--- src/rtl/pa_cal_pkg.sv ---
// ============================================================================
// Module      : pa_cal_pkg
// Description : Shared types and width helpers for the PA calibration mean path.
// Revision    : 1.0 - initial release
// ============================================================================
`default_nettype none

package pa_cal_pkg;

    typedef enum logic [1:0] {
        ST_IDLE = 2'd0,
        ST_ACC  = 2'd1,
        ST_DIV  = 2'd2,
        ST_DONE = 2'd3
    } pa_mean_st_e;

    // Width of a counter able to hold 0..max_len inclusive.
    function automatic int pa_len_w(input int max_len);
        return $clog2(max_len + 1);
    endfunction

    // Width of a sum of max_len samples, each size_data bits wide.
    function automatic int pa_sum_w(input int size_data, input int max_len);
        return size_data + $clog2(max_len);
    endfunction

endpackage

`default_nettype wire

--- src/rtl/pa_seq_div.sv ---
// ============================================================================
// Module      : pa_seq_div
// Description : Restoring shift-subtract divider, one quotient bit per cycle,
//               fixed latency of DIVIDEND_W cycles after i_start.
// Revision    : 1.0 - initial release
// ============================================================================
`default_nettype none

module pa_seq_div #(
    parameter int DIVIDEND_W = 35,
    parameter int DIVISOR_W  = 4
) (
    input  logic                  i_clk,
    input  logic                  i_rst,
    input  logic                  i_start,
    input  logic [DIVIDEND_W-1:0] i_dividend,
    input  logic [DIVISOR_W-1:0]  i_divisor,
    output logic [DIVIDEND_W-1:0] o_quot,
    output logic                  o_done
);

    localparam int CNT_W = $clog2(DIVIDEND_W + 1);

    logic [DIVIDEND_W-1:0] r_quot;
    logic [DIVISOR_W-1:0]  r_rem;
    logic [DIVISOR_W-1:0]  r_div;
    logic [CNT_W-1:0]      r_cnt;
    logic                  r_busy;
    logic                  r_done;

    logic [DIVISOR_W:0]    w_shift;
    logic [DIVISOR_W+1:0]  w_diff;
    logic                  w_borrow;
    logic [DIVISOR_W+1:0]  w_rem_next;

    // The remainder stays below the divisor, so the shifted partial remainder
    // fits DIVISOR_W+1 bits and the extra top bit of w_diff is the borrow.
    assign w_shift    = {r_rem, r_quot[DIVIDEND_W-1]};
    assign w_diff     = {1'b0, w_shift} - {2'b00, r_div};
    assign w_borrow   = w_diff[DIVISOR_W+1];
    assign w_rem_next = w_borrow ? {1'b0, w_shift} : w_diff;

    always_ff @(posedge i_clk or posedge i_rst) begin
        if (i_rst) begin
            r_quot <= '0;
            r_rem  <= '0;
            r_div  <= '0;
            r_cnt  <= '0;
            r_busy <= 1'b0;
            r_done <= 1'b0;
        end else if (i_start) begin
            r_quot <= i_dividend;
            r_rem  <= '0;
            r_div  <= i_divisor;
            r_cnt  <= CNT_W'(DIVIDEND_W);
            r_busy <= 1'b1;
            r_done <= 1'b0;
        end else if (r_busy) begin
            r_quot <= {r_quot[DIVIDEND_W-2:0], ~w_borrow};
            r_rem  <= DIVISOR_W'(w_rem_next);
            r_cnt  <= r_cnt - CNT_W'(1);
            if (r_cnt == CNT_W'(1)) begin
                r_busy <= 1'b0;
                r_done <= 1'b1;
            end
        end else begin
            r_done <= 1'b0;
        end
    end

    assign o_quot = r_quot;
    assign o_done = r_done;

endmodule

`default_nettype wire

--- src/rtl/pa_cal_sum_mean.sv ---
// ============================================================================
// Module      : pa_cal_sum_mean
// Description : Streaming sum of a programmable number of samples followed by
//               a sequential divide for the mean. Define PA_MEAN_ROUND_EN for
//               a round-half-up mean; otherwise the mean is floored.
// Revision    : 1.0 - initial release
// ============================================================================
`default_nettype none

module pa_cal_sum_mean
    import pa_cal_pkg::*;
#(
    parameter int SIZE_DATA = 32,
    parameter int MAX_LEN   = 64,
    parameter int LEN_W     = pa_len_w(MAX_LEN),
    parameter int SUM_W     = pa_sum_w(SIZE_DATA, MAX_LEN)
) (
    input  logic                 i_clk,
    input  logic                 i_rst,
    input  logic                 i_start,
    input  logic [LEN_W-1:0]     i_len,
    input  logic                 i_valid,
    input  logic [SIZE_DATA-1:0] i_data,
    output logic                 o_ready,
    output logic                 o_busy,
    output logic [SUM_W-1:0]     o_sum,
    output logic [SIZE_DATA-1:0] o_mean,
    output logic                 o_done
);

    pa_mean_st_e r_state;
    pa_mean_st_e w_state_next;

    logic [LEN_W-1:0]     r_len;
    logic [LEN_W-1:0]     r_cnt;
    logic [SUM_W-1:0]     r_acc;
    logic [SUM_W-1:0]     r_sum;
    logic [SIZE_DATA-1:0] r_mean;

    logic                 w_start_acc;
    logic [LEN_W-1:0]     w_len_clamp;
    logic                 w_accept;
    logic                 w_last;
    logic [LEN_W-1:0]     w_cnt_next;
    logic [SUM_W-1:0]     w_acc_next;
    logic [SUM_W-1:0]     w_dividend;
    logic                 w_div_start;
    logic [SUM_W-1:0]     w_quot;
    logic                 w_div_done;

    assign w_start_acc = i_start && ((r_state == ST_IDLE) || (r_state == ST_DONE));
    assign w_len_clamp = (i_len > LEN_W'(MAX_LEN)) ? LEN_W'(MAX_LEN) : i_len;
    assign w_accept    = i_valid && (r_state == ST_ACC);
    assign w_cnt_next  = r_cnt + LEN_W'(1);
    assign w_last      = (w_cnt_next == r_len);
    assign w_acc_next  = r_acc + SUM_W'(i_data);

`ifdef PA_MEAN_ROUND_EN
    // Adding len/2 before the divide rounds half up; headroom in SUM_W covers it.
    assign w_dividend = w_acc_next + SUM_W'(r_len >> 1);
`else
    assign w_dividend = w_acc_next;
`endif

    always_ff @(posedge i_clk or posedge i_rst) begin
        if (i_rst) begin
            r_state <= ST_IDLE;
        end else begin
            r_state <= w_state_next;
        end
    end

    always_comb begin
        w_state_next = r_state;
        case (r_state)
            ST_IDLE, ST_DONE: begin
                if (i_start) begin
                    w_state_next = (w_len_clamp == '0) ? ST_DONE : ST_ACC;
                end else begin
                    w_state_next = ST_IDLE;
                end
            end
            ST_ACC: begin
                if (w_accept && w_last) begin
                    w_state_next = ST_DIV;
                end
            end
            ST_DIV: begin
                if (w_div_done) begin
                    w_state_next = ST_DONE;
                end
            end
            default: w_state_next = ST_IDLE;
        endcase
    end

    always_comb begin
        o_ready     = 1'b0;
        o_busy      = 1'b0;
        o_done      = 1'b0;
        w_div_start = 1'b0;
        case (r_state)
            ST_ACC: begin
                o_ready     = 1'b1;
                o_busy      = 1'b1;
                w_div_start = w_accept && w_last;
            end
            ST_DIV:  o_busy = 1'b1;
            ST_DONE: o_done = 1'b1;
            default: ;
        endcase
    end

    always_ff @(posedge i_clk or posedge i_rst) begin
        if (i_rst) begin
            r_len  <= '0;
            r_cnt  <= '0;
            r_acc  <= '0;
            r_sum  <= '0;
            r_mean <= '0;
        end else begin
            if (w_start_acc) begin
                r_len <= w_len_clamp;
                r_cnt <= '0;
                r_acc <= '0;
                if (w_len_clamp == '0) begin
                    r_sum  <= '0;
                    r_mean <= '0;
                end
            end else if (w_accept) begin
                r_acc <= w_acc_next;
                r_cnt <= w_cnt_next;
                if (w_last) begin
                    r_sum <= w_acc_next;
                end
            end
            // Quotient is bounded by 2^SIZE_DATA-1, so truncation loses nothing.
            if ((r_state == ST_DIV) && w_div_done) begin
                r_mean <= SIZE_DATA'(w_quot);
            end
        end
    end

    pa_seq_div #(
        .DIVIDEND_W (SUM_W),
        .DIVISOR_W  (LEN_W)
    ) u_div (
        .i_clk      (i_clk),
        .i_rst      (i_rst),
        .i_start    (w_div_start),
        .i_dividend (w_dividend),
        .i_divisor  (r_len),
        .o_quot     (w_quot),
        .o_done     (w_div_done)
    );

    assign o_sum  = r_sum;
    assign o_mean = r_mean;

endmodule

`default_nettype wire

--- config.mk ---
export PLATFORM = sky130hd
export DESIGN_NAME = pa_cal_sum_mean
export DESIGN_NICKNAME = d
export VERILOG_FILES = /design/src/rtl/pa_cal_pkg.sv /design/src/rtl/pa_seq_div.sv /design/src/rtl/pa_cal_sum_mean.sv
export SDC_FILE = /design/constraint.sdc
export NUM_CORES = 1
export LEC_CHECK = 0
export CAP_MARGIN = 10
export CELL_PAD_IN_SITES_DETAIL_PLACEMENT = 0
export CELL_PAD_IN_SITES_GLOBAL_PLACEMENT = 1
export CORE_MARGIN = 1.5
export CORE_UTILIZATION = 26
export CTS_BUF_LIST = sky130_fd_sc_hd__clkbuf_16
export CTS_CLUSTER_SIZE = 8
export DETAILED_ROUTE_END_ITERATION = 7
export HOLD_SLACK_MARGIN = 0.02
export PLACE_DENSITY = 0.59
export SLEW_MARGIN = 20
export SYNTH_ARGS = -nofsm -noshare
export SYNTH_HDL_FRONTEND = slang
export SYNTH_HIERARCHICAL = 1
export SYNTH_SLANG_ARGS = --single-unit
--- constraint.sdc ---
create_clock -name i_clk -period 5.7 [get_ports i_clk]
set_input_delay 0.855 -clock i_clk [delete_from_list [all_inputs] [get_ports i_clk]]
set_output_delay 0.855 -clock i_clk [all_outputs]
set_load 0.1 [all_outputs]
==> results of run 1 <==
==> final timing paths <==
check / startpoint / end / slack (ns) / cells after the start
worst max-delay path: r_cnt[0] / u_div/r_div[0] / 2.05 / 9
worst min-delay path: o_sum[3] / o_sum[3] / 0.49 / 1
worst max register to register: r_cnt[0] / u_div/r_div[0] / 2.05 / 9
worst min register to register: o_sum[3] / o_sum[3] / 0.49 / 1
max in group asynchronous: i_rst / r_acc[27] / 3.74 / 3
min in group asynchronous: i_rst / o_mean[4] / 0.91 / 2
==> worst max-delay path: cells and delay by family, from the launching register on <==
| kind | cells | cell delay (ns) |
|---|---|---|
| multiplexers | 1 | 0.40 |
| AND/OR/NAND/NOR | 1 | 0.40 |
| AO/OA/AOI/OAI | 4 | 0.66 |
| buffers and inverters | 2 | 1.17 |
| adder cells (fa/ha/maj) | 1 | 0.39 |
| flip-flops | 1 | 0.49 |
==> layout make-up <==
type | count | area (sq um) | area share [%]
clock buffer | 17 | 425 | 3.34
clock inverter | 15 | 216 | 1.70
inverter | 39 | 149 | 1.17
multi-input combinational | 880 | 5440 | 42.7
sequential | 184 | 4610 | 36.2
tap | 525 | 657 | 5.16
timing repair buffer | 127 | 1240 | 9.75
==> cell usage in the layout (no fill, tap or decap), drive strengths merged, types with 5 or more instances in the layout <==
cell type	instances
nor2	78
o21a	5
xnor2	33
and3	18
nand2	207
xor2	24
or3	7
nand2b	9
and2	9
mux2i	43
clkdlybuf4s50	115
clkbuf	17
nand3b	9
inv	44
a21oi	75
buf	12
o211ai	5
a22o	10
dfrtp	184
a211oi	18
nand3	67
o21ai	92
ha	45
nor3	21
a21o	41
nand4	11
==> registers in the layout (all words and copies together), names as in the netlist <==
register and flops:
r_state 2, o_mean 32, u_div/r_rem 7, r_acc 38, r_cnt 7, u_div/r_busy 1
u_div/r_div 7, r_len 7, u_div/r_cnt 6, u_div/o_quot 38, o_sum 38, u_div/o_done 1
==> stage by stage <==
| stage | utilization (%) | cell area [sq um] | setup WS [ns] | hold slack [ns] | power (mW) |
|---|---|---|---|---|---|
| floorplan | - | 10500 | 1.55 | 0.460 | 4.86 |
| global placement | 30.4 | 12100 | 1.74 | 0.477 | 5.85 |
| detailed placement | 30.4 | 12100 | 1.72 | 0.485 | 5.87 |
| CTS | 32.0 | 12700 | 2.02 | 0.501 | 7.22 |
| global route | 32.0 | 12700 | 1.82 | 0.514 | 7.57 |
| finish | 32.0 | 12700 | 2.05 | 0.495 | 7.14 |
==> logic make-up after synthesis <==
kind of cell	Yosys count
AO/OA/AOI/OAI	280
XOR/XNOR	57
adder cells (fa/ha/maj)	47
buffers and inverters	105
flip-flops	184
multiplexers	44
AND/OR/NAND/NOR	452
==> power breakdown <==
group / total, mW / switching, mW / internal [mW]
Sequential: 2.06 / 0.345 / 1.71
Combinational: 3.77 / 2.64 / 1.12
Clock: 1.32 / 0.569 / 0.748
==> routing by layer <==
metal | vias to the layer above | track usage (%) | share of wire, % | wire (um)
met2 | 146 | 23.7 | 45 | 14300
met3 | 20 | 2.32 | 3.0 | 965
met1 | 4107 | 22.6 | 51 | 16300
li1 | 4224 | - | - | -
met4 | 0 | 3.81 | 1.2 | 383
met5 | - | 0 | 0 | 0
==> out/qor.csv, run 1 <==
metric,value,unit
status,"finished, final reports clean",
"Cell Chain, Critical Path","ha_1, or3b_1, a21oi_1, o21ai_1, a21oi_2, o221ai_2, inv_2, buf_4, mux2_2",
post-CTS setup buffers,0,
setup TNS,0,ns
post-synthesis adder-cell area fraction,5.76,%
Detailed Route Iter0 Violations,647,
Total GRT Usage,15.5,%
CTS tree,done,
Min-Delay Path Class,flop to flop,
minimum clock period,3.65,ns
Synth top area share,44.0,%
Vias,8497,
WP data arrival,3.98,ns
Worst setup SP type,flop,
Seq cells post-synth,184,
antenna-violating nets left,0,
clock net sink count,184,
fin crit share,64.1,%
largest family of logic cells by synthesized area,simple AND/OR/NAND/NOR gates,
vias in the first global route,8274,
Synth area leaders,"dfrtp_1 (44%), nand2_1 (7.3%), ha_1 (5.4%)",
# rows,73,
cell area after synthesis,10500,sq um
1st-pass router iterations,5,
Post-Synth XOR/XNOR Area,4.77,%
Post-Syn Nets,1259,
port buffer count,115,
Max Cap Viol,0,
P per Cell Area,561,nW/um^2
DIE AREA,41500,sq um
DRC,0,
die width,204,um
Worst EP required,6.02,ns
Gate Count Post-Synth,1169,
"Slew Viols, Final",0,
clk_skew,0.0131,ns
final antenna diode count,0,
CTS root buf,clkbuf_16,
Max Freq,274,MHz
CTS Hold Bufs,0,
Simple-Gate Fraction of Synth Area,19.8,%
register area share after synthesis,44.0,%
"Avg Cell Area, Syn",8.96,sq um
Yosys cell types,73,
Resized Gates After CTS,0,
Yosys top cell by area,dfrtp_1,
"Top FF cell, synth",dfrtp_1,
Routability Congestion,0.840,
critical path's largest stage delay,0.63,ns
routed len/inst,17.9,um
Ys Warns,6,
core area,39700,sq um
CP max FO,70,
Final Hold Vio Count,0,
Final setup viols,0,
Total Wirelength,31.9,mm
Post-Layout Cell Count,1787,
"EDFF count, synth",0,
Synth async-reset ratio,100,%
placed cell count,1755,
global-route wire length before repair,49.3,mm
post-DR vias/cell,4.75,
CTS Buf Count,17,
Lkg Pwr,5.58,nW
# fillers,4194,
Synth-to-Final Area Change,21.6,%
Worst Tran Pin Value,1.02,ns
Die Ht,204,um
total grt overflow,0,
RSZ-0062 raised after global routing,no,
Post-synth top cells,"nand2_1 (203), dfrtp_1 (184), nor2_1 (78), a21oi_1 (74), o21ai_0 (71)",
HPWL after detailed placement,23.5,mm
Skew-Pair Late Insertion Delay,0.44,ns
Max IR drop VDD,340,uV
most frequent cell after synthesis,nand2_1,
CP max-delay cell,buf_4,
initial core utilization,26.4,%
Synth Area in Compound Gates,17.3,%
Setup CP Type,flop to flop,
largest net degree at the start of global routing,71,
maximum clock path buffer count,2,
max_slew headroom,31.9,%
H-tree levels,4,
crit end category,flop,
multiplexer share of the synthesized area,4.22,%
fraction of layout cells with a size suffix above 1,6.34,%
initial antenna violation count,0,
nets,1339,
clk slew on worst S/H paths,0.08,ns
IO Count,116,
Power figures use the tool's default switching activity.
==> run 2, diff against run 1 <==
- clock period: 5.7 -> 3.6 ns (I/O delays scaled with it)
==> run 2 against run 1 <==
Flip-flop and latch count did not move. Non-clock buffer count grew 37. Wire length up 0.86%. Sequential power increased by 59%. Worst hold slack worse by 0.077 ns. Clock-buffer cell count did not move. Combinational power grew 63%. Setup slack worse by 1.6 ns. Critical endpoint is now r_acc[32].
==> out/qor.csv, run 2 (synthesis gave the netlist of run 1 again) <==
metric,value,unit,change
antenna-violating nets left,0,,unchanged
fin util,32.6,%,+0.54 points
port buffer count,115,,unchanged
worst setup margin,0.485,ns,-1.56 ns
Post-Place Worst Slack,0.0465,ns,-1.68 ns
core area,39700,sq um,unchanged
1st-pass router iterations,5,,unchanged
Lkg Pwr,5.73,nW,+2.6%
DRC,0,,unchanged
Worst EP required,3.96,ns,-2.06 ns
Vias,8711,,+2.5%
CTS root buf,clkbuf_16,,
reg2reg start,r_cnt[0],,
Max IR drop VDD,435,uV,+28%
die width,204,um,unchanged
routed len/inst,17.7,um,-1.2%
final antenna diode count,0,,unchanged
max_slew headroom,32.3,%,+0.35 points
Setup CP Type,input port to flop,,
WP data arrival,3.47,ns,-0.51 ns
initial antenna violation count,0,,unchanged
Max Cap Viol,0,,unchanged
# rows,73,,unchanged
P per Cell Area,869,nW/um^2,+55%
clock net sink count,184,,unchanged
total grt overflow,0,,unchanged
fraction of layout cells with a size suffix above 1,9.24,%,+2.9 points
Resized Gates After CTS,0,,unchanged
H-tree levels,4,,unchanged
maximum clock path buffer count,2,,unchanged
initial core utilization,26.4,%,unchanged
Worst setup SP type,input port,,
RSZ-0062 raised after global routing,no,,
clk_skew,0.0137,ns,+0.000618 ns
CTS tree,done,,
HPWL after detailed placement,23.9,mm,+1.7%
"Slew Viols, Final",0,,unchanged
nets,1376,,+2.8%
CP max-delay cell,clkdlybuf4s50_1,,
Total GRT Usage,15.8,%,+0.29 points
clk slew on worst S/H paths,0.07,ns,about the same
IO Count,116,,unchanged
post-DR vias/cell,4.78,,+0.44%
Total Wirelength,32.2,mm,+0.86%
Max Freq,321,MHz,
Routability Congestion,0.894,,+6.3%
post-CTS setup buffers,0,,unchanged
Detailed Route Iter0 Violations,450,,-30%
largest net degree at the start of global routing,107,,+51%
fin crit share,86.5,%,
global-route wire length before repair,50.7,mm,+2.9%
Skew-Pair Late Insertion Delay,0.44,ns,about the same
Hold Worst Slack,0.418,ns,-0.0767 ns
DIE AREA,41500,sq um,unchanged
CTS Buf Count,17,,unchanged
Die Ht,204,um,unchanged
Worst Tran Pin Value,1.01,ns,-0.00517 ns
minimum clock period,3.11,ns,
Final setup viols,0,,unchanged
setup TNS,0,ns,unchanged
crit end category,flop,,
Synth-to-Final Area Change,23.6,%,
Min-Delay Path Class,input port to async pin,,
"Cell Chain, Critical Path","clkdlybuf4s50_1, ha_1, inv_1, fa_1, nor2b_1, o31a_2, o2111ai_1, a211oi_2, o2111ai_2, and2_4, or3_1, a21oi_1",,
CP max FO,5,,-93%
most frequent cells in the layout,"nand2_1 (203), dfrtp_1 (183), clkdlybuf4s50_1 (113)",,
critical path's largest stage delay,0.47,ns,-0.16 ns
vias in the first global route,8798,,+6.3%
Critical Path Start,i_data[0],,
"commonest non-fill, non-tap cell in the layout",nand2_1,,
Final Hold Vio Count,0,,unchanged
CTS Hold Bufs,0,,unchanged
status,"finished, final reports clean",,
==> run 2: cell types whose count changed in the layout (fill, tap and decap cells not counted) <==
cell	previous run	this run
inv_8	3	1
clkinv_1	1	0
clkdlybuf4s50_1	115	113
clkinv_8	0	1
buf_4	12	49
clkinv_2	0	2
bufinv_16	4	0
buf_12	0	2
inv_4	1	0
inv_6	2	7
==> run 2: final timing paths <==
kind | end | slack, ns | cells past startpoint
setup / recovery | r_acc[32] | 0.49 | 12
hold / removal | o_sum[22] | 0.42 | 2
setup reg to reg | o_sum[29] | 0.68 | 10
hold reg to reg | o_sum[3] | 0.48 | 1
max in group asynchronous | u_div/r_div[5] | 2.25 | 3
min in group i_clk | o_sum[3] | 0.48 | 1
==> run 2: layer usage <==
metal	track usage, %	vias up	wire length (um)
met1	22.6	4234	16200
met4	3.92	0	468
met2	24.8	145	14700
met3	2.32	24	865
met5	0	-	0
li1	-	4308	-
==> run 2: worst max-delay path, delay by kind of cell <==
kind,cells,cell delay [ns]
AOI/OAI and AO/OA,5,1.11
and+or+nand+nor,3,0.68
buffers and inverters,2,0.54
adders and majority gates,2,0.61
==> run 2: report_power, final <==
part	switching [mW]	internal [mW]
sequential	0.570	2.71
combinational	4.21	1.94
clock	0.913	0.912
total	5.69	5.56
==> run 2: area by class of cell <==
| class | instances | area [sq um] |
|---|---|---|
| sequential | 184 | 4610 |
| tap | 525 | 657 |
| multi-input combinational | 880 | 5440 |
| clock inverter | 15 | 133 |
| fill | 4173 | 26800 |
| timing repair buffer | 164 | 1540 |
| inverter | 39 | 150 |
| clock buffer | 17 | 425 |
==> run 2: metrics by stage <==
stage | cell area (sq um) | power (mW) | instances
2_1_floorplan | 10500 | 7.69 | 1169
3_3_place_gp | 12400 | 9.45 | 1792
3_5_place_dp | 12400 | 9.49 | 1792
4_1_cts | 12900 | 11.4 | 1824
5_1_grt | 12900 | 11.9 | 1824
6_report | 12900 | 11.3 | 1824
==> run 3, diff against run 2 <==
- CTS_CLUSTER_DIAMETER: default -> 60
==> results of run 3 <==
Final layout, timing and power as in run 2 (identical DEF).
